### config.mk
export PLATFORM = sky130hd
export DESIGN_NAME = pixel_pack_fifo
export DESIGN_NICKNAME = d
export VERILOG_FILES = /design/src/rtl/pixel_pack_fifo.sv
export SDC_FILE = /design/constraint.sdc
export NUM_CORES = 1
export LEC_CHECK = 0
export ABC_CLOCK_PERIOD_IN_PS = 7050
export BUFFER_PORTS_ARGS = -buffer_cell sky130_fd_sc_hd__buf_2
export CORE_ASPECT_RATIO = 1.1
export CORE_UTILIZATION = 50
export CTS_BUF_LIST = sky130_fd_sc_hd__clkbuf_16
export CTS_CLUSTER_DIAMETER = 120
export DETAILED_ROUTE_END_ITERATION = 10
export HOLD_SLACK_MARGIN = 0.15
export MAX_ROUTING_LAYER = met4
export PLACE_DENSITY = 0.7
export SETUP_SLACK_MARGIN = 0.5
export SYNTH_ARGS = -nofsm -noshare
export SYNTH_HDL_FRONTEND = slang
export SYNTH_SLANG_ARGS = --single-unit
### constraint.sdc
create_clock -name clka -period 7.05 [get_ports clka]
set_input_delay 0.705 -clock clka [delete_from_list [all_inputs] [get_ports clka]]
set_output_delay 0.705 -clock clka [all_outputs]
set_load 0.01 [all_outputs]
### src/rtl/pixel_pack_fifo.sv
// pixel_pack_fifo
//   Packs RATIO consecutive PIX_W pixels into one wide word (first pixel in
//   lane 0), stores packed words in a DEPTH-entry first-word-fall-through
//   FIFO and presents them on a valid/ready read port. s_last flushes a
//   partial word; m_keep marks the lanes that hold real pixels.
//
// Ports
//   clka     in   clock, rising edge
//   rst_n    in   asynchronous active-low reset
//   s_valid  in   pixel valid
//   s_ready  out  room for another word (count != DEPTH)
//   s_data   in   pixel
//   s_last   in   final pixel of a line, qualified by s_valid
//   m_valid  out  head word available (count != 0)
//   m_ready  in   consumer takes head word
//   m_data   out  packed word, lane k at [k*PIX_W +: PIX_W]
//   m_keep   out  per-lane valid mask
//   m_last   out  head word ends a line
//   count    out  words held, 0..DEPTH
module pixel_pack_fifo #(
   parameter int PIX_W = 8,
   parameter int RATIO = 4,
   parameter int DEPTH = 16,
   localparam int ADDR_W = $clog2(DEPTH)
) (
   input  logic                     clka,
   input  logic                     rst_n,
   input  logic                     s_valid,
   output logic                     s_ready,
   input  logic [PIX_W-1:0]         s_data,
   input  logic                     s_last,
   output logic                     m_valid,
   input  logic                     m_ready,
   output logic [PIX_W*RATIO-1:0]   m_data,
   output logic [RATIO-1:0]         m_keep,
   output logic                     m_last,
   output logic [ADDR_W:0]          count
);

   localparam int LANE_W = $clog2(RATIO);
   localparam int WORD_W = PIX_W * RATIO;

   logic [ADDR_W-1:0]  r_wptr;
   logic [ADDR_W-1:0]  r_rptr;
   logic [ADDR_W:0]    r_count;
   logic [LANE_W-1:0]  r_lane;
   logic [WORD_W-1:0]  r_part;
   logic [RATIO-1:0]   r_keep;

   logic [WORD_W-1:0]  r_mem_data [DEPTH];
   logic [RATIO-1:0]   r_mem_keep [DEPTH];
   logic               r_mem_last [DEPTH];

   logic               w_full;
   logic               w_empty;
   logic               w_accept;
   logic               w_commit;
   logic               w_take;
   logic [WORD_W-1:0]  w_word;
   logic [RATIO-1:0]   w_keep;

   assign w_full   = (r_count == (ADDR_W+1)'(DEPTH));
   assign w_empty  = (r_count == '0);
   assign w_accept = s_valid & ~w_full;
   assign w_commit = w_accept & ((r_lane == LANE_W'(RATIO-1)) | s_last);
   // Take sees only words already stored: no bypass from the packer.
   assign w_take   = m_ready & ~w_empty;

   // Partial word merged with the incoming pixel in its lane.
   always_comb begin
      w_word = r_part;
      w_keep = r_keep;
      w_word[r_lane*PIX_W +: PIX_W] = s_data;
      w_keep[r_lane] = 1'b1;
   end

   always_ff @(posedge clka or negedge rst_n) begin
      if (!rst_n) begin
         r_lane <= '0;
         r_part <= '0;
         r_keep <= '0;
      end else if (w_accept) begin
         if (w_commit) begin
            r_lane <= '0;
            r_part <= '0;
            r_keep <= '0;
         end else begin
            r_lane <= r_lane + LANE_W'(1);
            r_part <= w_word;
            r_keep <= w_keep;
         end
      end
   end

   always_ff @(posedge clka or negedge rst_n) begin
      if (!rst_n) begin
         r_wptr  <= '0;
         r_rptr  <= '0;
         r_count <= '0;
      end else begin
         if (w_commit) r_wptr <= r_wptr + ADDR_W'(1);
         if (w_take)   r_rptr <= r_rptr + ADDR_W'(1);
         if (w_commit && !w_take)      r_count <= r_count + (ADDR_W+1)'(1);
         else if (w_take && !w_commit) r_count <= r_count - (ADDR_W+1)'(1);
      end
   end

   // Storage is not reset; entries are only visible once counted.
   always_ff @(posedge clka) begin
      if (w_commit) begin
         r_mem_data[r_wptr] <= w_word;
         r_mem_keep[r_wptr] <= w_keep;
         r_mem_last[r_wptr] <= s_last;
      end
   end

   assign s_ready = ~w_full;
   assign m_valid = ~w_empty;
   assign m_data  = w_empty ? '0   : r_mem_data[r_rptr];
   assign m_keep  = w_empty ? '0   : r_mem_keep[r_rptr];
   assign m_last  = w_empty ? 1'b0 : r_mem_last[r_rptr];
   assign count   = r_count;

endmodule

Word-level counts from Yosys, hierarchy flattened

Memory sizes are Yosys's and may differ from the RTL's.
Cells that the tools add are included.

Register bits after elaboration: 51
Bits in writable memories: 592
Bits of input ports: 13
Output and inout port bits: 44
Word-level logic and storage cells: 48
Memories kept: 3

Memories:

| name       | depth | width | read ports | clocked after Yosys merged registers in | wr ports | RTL line | text |
|---|---|---|---|---|---|---|---|
| r_mem_data | 16    | 32    | 1          | 0                                       | 1        | 50       | `logic [WORD_W-1:0] r_mem_data [DEPTH];` |
| r_mem_keep | 16    | 4     | 1          | 0                                       | 1        | 51       | `logic [RATIO-1:0] r_mem_keep [DEPTH];` |
| r_mem_last | 16    | 1     | 1          | 0                                       | 1        | 52       | `logic r_mem_last [DEPTH];` |

Add/sub/neg operators: 6
$lt $le $gt $ge: 2
Eq/ne operators: 2
Shifts and indexed selects: 2
Mux-type cells: 13
Bitwise logic cells: 7
Reduce and logical (&&, ||, !) cells: 7

Operators with widths:

| cell                                                               | count |
|---|---|
| two-way mux 32 bit                                                 | 2 |
| negation 5 -> 34 bit                                               | 1 |
| variable shift 8 x 34 -> 32 bit (first input constant)             | 1 |
| indexed part select 8 x 34 -> 32 bit                               | 1 |
| bitwise mux 32 bit                                                 | 1 |
| two-way mux 5 bit                                                  | 2 |
| adder 4 x 1 -> 4 bit (second input constant)                       | 2 |
| two-way mux 4 bit                                                  | 2 |
| adder 5 x 1 -> 5 bit (second input constant)                       | 1 |
| equality test 5 bit (second input constant)                        | 1 |
| logical NOT 5 bit                                                  | 1 |
| subtractor 5 x 1 -> 5 bit (second input constant)                  | 1 |
| two-way mux 1 bit                                                  | 4 |
| OR 4 bit                                                           | 1 |
| AND 1 bit                                                          | 3 |
| logical AND 1 bit                                                  | 3 |
| < comparator 2 x 3 -> 1 bit (second input constant)                | 1 |
| adder 2 x 1 -> 2 bit (second input constant)                       | 1 |
| demux 1 bit (select 2 bit)                                         | 1 |
| equality test 2 bit (second input constant)                        | 1 |
| greater-or-equal comparator 2 x 1 -> 1 bit (second input constant) | 1 |
| logical NOT 1 bit                                                  | 2 |
| two-way mux 2 bit                                                  | 1 |
| NOT 1 bit                                                          | 2 |
| other kinds (2)                                                    | 2 |

Depth between registers and ports, before layout

Depth in word-level cells: 8
Gate-level depth with buffers: 11
Mapped depth without buffers: 10

Worst setup path before layout

No wires, ideal clock.

Path kind: in2reg
Start: input s_last
End: register r_count[4], in the netlist count[4]
Setup time: 136 ps
Arrival: 3060 ps
Required time: 6914 ps
Path slack: 3854 ps
Stages: 9
Buffers on the path: 1
Cells stage by stage: nor2_1 -> a211oi_1 -> clkbuf_1 -> ha_1 -> inv_1 -> fa_1 -> a21o_1 -> a2111oi_0 -> o31ai_1

Word-level cells in the longest chain between the ends: 5
Elaborated cells between the ends (all ways): 7
Classes of those cells: mux: 1; bitwise: 2; reduce/logical: 4

RTL lines:

| what                         | RTL line | text |
|---|---|---|
| start, declared              | 31       | `input logic s_last,` |
| OR 1 bit (*)                 | 65       | `assign w_commit = w_accept & ((r_lane == LANE_W'(RATIO-1)) \| s_last);` |
| AND 1 bit (*)                | 65       |  |
| named net w_commit           | 57       | `logic w_commit;` |
| logical NOT 1 bit            | 104      | `else if (w_take && !w_commit) r_count <= r_count - (ADDR_W+1)'(1);` |
| logical AND 1 bit            | 104      |  |
| nonzero test 2 bit (no line) | n/a      |  |
| end signal, assigned         | 103      | `if (w_commit && !w_take) r_count <= r_count + (ADDR_W+1)'(1);` |
| end signal, assigned         | 104      |  |
| end, declared                | 45       | `logic [ADDR_W:0] r_count;` |

The timed path passes the listed nets; every way through them passes the cells marked *.
A chain may end at the register's enable or synchronous reset.

Final worst setup path

Start: register r_rptr[1]
End: output m_data[14]

Word-level cells in the longest chain between the ends: 2

RTL lines:

| what                   | RTL line | text |
|---|---|---|
| start, declared        | 44       | `logic [ADDR_W-1:0] r_rptr;` |
| start signal, assigned | 102      | `if (w_take) r_rptr <= r_rptr + ADDR_W'(1);` |
| memory (16 x 32 bit)   | n/a      |  |
| two-way mux 32 bit     | 119      | `assign m_data = w_empty ? '0 : r_mem_data[r_rptr];` |
| end, declared          | 34       | `output logic [PIX_W*RATIO-1:0] m_data,` |

Every way passes these cells.

==> summary by stage <==
Floorplan
The initial utilization of the core area, before any placement, comes to approximately 50%. After floorplanning, the core was divided into 86 placement rows. The die covers slightly above 50,000 µm². The I/O pin total is 57.

In this run the horizontal extent of the chip is between 200 and 250 µm. The height of the die is between 200 and 250 µm. The core region is approximately 50,000 µm².

Placement
The setup slack at placement is roughly 2.8 ns. The weighted congestion at the end of routability-driven global placement is 0.8026. The HPWL after detailed placement is roughly 30,000 µm. The count of buffers added on input and output ports is 56.

Critical path
The required time reported for the critical path endpoint is around 6.3 ns. The category of the critical setup timing path is reg2out. The largest incremental delay on the critical path is around 0.85 ns. The highest net fanout along the worst path is between 80 and 90. The startpoint kind of the worst setup timing path is a register. The capturing element type of the critical path is a primary output. The critical path arrival is about 3.6 ns.

On the critical path, the stage with the largest delay is an instance of sky130_fd_sc_hd__dfrtp_4. Traced cell by cell, the critical path runs through buf_12 > mux4_2 > mux2_2 > a221o_1 > buf_2.

Yosys
The area share of the leading cell type in the synthesized netlist is between 70% and 80%. The post-synthesis instance area is roughly 25,000 µm². Summing the areas of all compound-gate instances in the mapped netlist gives 3.791% of the synthesized area. The synthesized design contains 643 register bits. The synthesized design spends more area on one cell type than any other, namely sky130_fd_sc_hd__edfxtp_1. The number of warnings reported in the yosys synthesis log is 0. After synthesis, flip-flops and latches occupy 75.17% of the total area. Counting every net in the synthesized netlist gives between 1,000 and 1,500.

Ranked by total cell area, the synthesized netlist is headed by sky130_fd_sc_hd__edfxtp_1, sky130_fd_sc_hd__mux4_2, sky130_fd_sc_hd__dfrtp_1. The mean instance size in the synthesized netlist is a little over 20 µm². Of the total synthesized cell area, the portion taken by AND, OR, NAND and NOR gates is under 10%.

After Yosys synthesis, full adders, half adders and majority gates account for less than 1% of the synthesized area. After synthesis, the share of cell area in mux cells is 14.92%. Yosys mapped the design onto 42 distinct sky130hd cell types. Synthesis handed over a netlist of between 1,000 and 1,500 instances.

The share of flip-flops with an asynchronous set or reset after synthesis is just under 8%. The count of flip-flops with a built-in enable after synthesis is ~590. After synthesis, the largest family of logic cells by area is multiplexers. The post-synthesis share of cell area spent on xor and xnor gates is less than 1%.

In the synthesized netlist the dominant register cell turns out to be sky130_fd_sc_hd__edfxtp_1.

Final layout
The number of nets at the end of the flow is roughly 1,400. In the final layout, the share of cells above drive strength 1 is between 30% and 40%. The area growth from synthesis to layout is 12.84%. The final core utilization is between 50 and 60%. The most common cell after layout, fill and taps aside is sky130_fd_sc_hd__edfxtp_1. In the layout the commonest cells are sky130_fd_sc_hd__edfxtp_1, sky130_fd_sc_hd__mux4_2, sky130_fd_sc_hd__clkbuf_16, sky130_fd_sc_hd__buf_2, sky130_fd_sc_hd__inv_1.

Routing
The first-pass detailed-route iteration total is 5. For this run, design rule violations remaining after detail routing come to 0. The DRC violation total after the first TritonRoute iteration is about 1,300.

The routed via count divided by cell count is just under 6. The average wire length per cell after detail routing is between 20 and 30 µm. The routed layout has 12,170 vias. Once detail routing completed, the nets flagged for antenna violations numbered 0. Summed over all layers, the routed wires come to between 50,000 and 60,000 µm.

STA
The final worst slack is approximately 2.8 ns. The routed design could run at a clock period as short as 4.288 ns. Setup repair after global routing left no endpoint under its margin. The sum of negative setup slack is 0 ns. For the pin with the worst max-slew slack, the measured transition is 1.196 ns. The count of final hold-check violations is 0. The final clock skew is between 0.015 and 0.02 ns. The worst pin sits at a relative slew slack of around a fifth. The maximum clock rate is approximately 230 MHz. Hold is met by 0.2153 ns. The post-route fraction of the period consumed by the critical path is between 60% and 70%. Setup violations remaining at the end of the flow were counted as 0.

The max-slew violation count is 0.

Clocking
The post-cts gate resize count is 0. Buffers added to address setup during post-CTS repair amount to 0. The clock tree buffer depth is 3.

The number of levels the H-tree was split into is 2. The clock transition at the register clock pins on the worst setup and hold paths after CTS is approximately 0.070 ns. The number of buffers inserted by hold repair at cts is 0. The CTS tree is yes. The master cell of the clock root buffer is sky130_fd_sc_hd__clkbuf_16. The number of buffers created by CTS is between 50 and 60. For the worst-skew pair, the clock arrives at the later sink with an insertion delay of between 0.6 and 0.7 ns.

The number of clock sinks seen by CTS is approximately 640.

Global routing
The initial antenna violation count is 2. The wire length of the first global-routing pass is approximately 80,000 µm. For this run, the total global-route usage over all layers was measured as between 20% and 30%. Entering global routing, the biggest net connects between 80 and 90 pins. The global route total overflow is 0. The via count of the first global-routing pass was roughly 13,000.

Power
The total power density per cell area is around 400 nW/µm². Summing internal, switching and leakage power gives approximately 11 mW. The maximum ir drop on the vdd rail is 0.3461 mV.

In this run the static leakage power is 9.625 nW.

Worst hold path
In this run the worst hold path is classified as in2async.

Status
The run finished with clean final reports.

Job
The tool flagged a number of max-cap violations equal to 0.
[metrics by stage]
step	std cells	area, µm²
6_report	2044	28600
5_1_grt	2039	28590
4_1_cts	2038	28580
2_1_floorplan	1233	25350
3_3_place_gp	1932	26560
3_5_place_dp	1932	26560
[state kept, by name, summed over array words and instances, names as in the netlist]
signal,cells
r_mem_keep,64
r_mem_last,16
r_lane,2
r_keep,4
r_wptr,4
r_mem_data,512
r_part,32
count,5
r_rptr,4
[metal layers]
layer  wire (µm)  GRT usage (%)
met1       22440          30.62
met2       26520          35.30
met3        3467          3.161
met4        1320          6.295
met5           0              -
[path summary, 6_finish.rpt]
check                                   to  slack (ns)  depth (start not counted)      start
min in group clka                r_rptr[2]        0.42                          3    m_ready
worst max register to register    count[4]        3.33                          9   count[1]
worst min register to register   r_keep[0]        0.49                          2  r_keep[0]
worst min-delay path              count[3]        0.22                          2      rst_n
max in group asynchronous        r_rptr[1]        6.29                          2      rst_n
worst max-delay path            m_data[14]        2.76                          5  r_rptr[1]
[area by class of cell]
cell class                      count  area (µm²)
Clock inverter                     47       538.0
Multi-Input combinational cell    479        5839
Tap cell                          660       825.8
Clock buffer                       59        1476
Fill cell                        3700       21430
Inverter                           47       176.4
Sequential cell                   643       19060
Antenna cell                        5       12.51
Timing Repair Buffer              104       669.4
[logic make-up (layout without fill, tap and decap cells)]
logic type | after synthesis | in the layout
xor+xnor | 9 | 9
buf+inv | 111 | 257
mux | 188 | 188
flops | 643 | 643
compound gates | 123 | 123
fa+ha+maj | 18 | 18
simple gates | 141 | 141
other cells | 0 | 5
[synth_stat cells (2+ instances only)]
cell                        number
sky130_fd_sc_hd__dfrtp_1        51
sky130_fd_sc_hd__nor3_1          4
sky130_fd_sc_hd__nand2_1        37
sky130_fd_sc_hd__inv_1          47
sky130_fd_sc_hd__buf_1           5
sky130_fd_sc_hd__buf_4           2
sky130_fd_sc_hd__xor2_1          2
sky130_fd_sc_hd__and3_1         16
sky130_fd_sc_hd__clkbuf_1       24
sky130_fd_sc_hd__buf_2          29
sky130_fd_sc_hd__a21oi_1         7
sky130_fd_sc_hd__edfxtp_1      592
sky130_fd_sc_hd__mux4_2        148
sky130_fd_sc_hd__ha_1           17
sky130_fd_sc_hd__xnor2_1         7
sky130_fd_sc_hd__mux2_2         39
sky130_fd_sc_hd__nand3_1         2
sky130_fd_sc_hd__o21ai_1         2
sky130_fd_sc_hd__a21o_1          2
sky130_fd_sc_hd__nor2_1         31
sky130_fd_sc_hd__a2bb2oi_1       8
sky130_fd_sc_hd__o22ai_1         8
sky130_fd_sc_hd__o21ai_0        31
sky130_fd_sc_hd__nor2b_1        40
sky130_fd_sc_hd__or2_2           4
sky130_fd_sc_hd__buf_12          2
sky130_fd_sc_hd__a221o_1        37
sky130_fd_sc_hd__a31o_2         24
sky130_fd_sc_hd__nor4bb_1        2
[power by group]
part / switching [mW] / leakage [nW] / internal (mW)
Combinational: 1.65 / 2.49 / 1.53
Sequential: 0.302 / 6.15 / 4.57
Clock: 1.38 / 0.991 / 1.93
Total: 3.33 / 9.62 / 8.02
[worst max-delay path: cells and delay by family, from the launching register on]
kind            cells  cell delay (ns)
compound gates      1             0.34
flops               1             0.85
mux                 2             0.89
buf+inv             2             0.58
(Power assumes the default switching activity.)
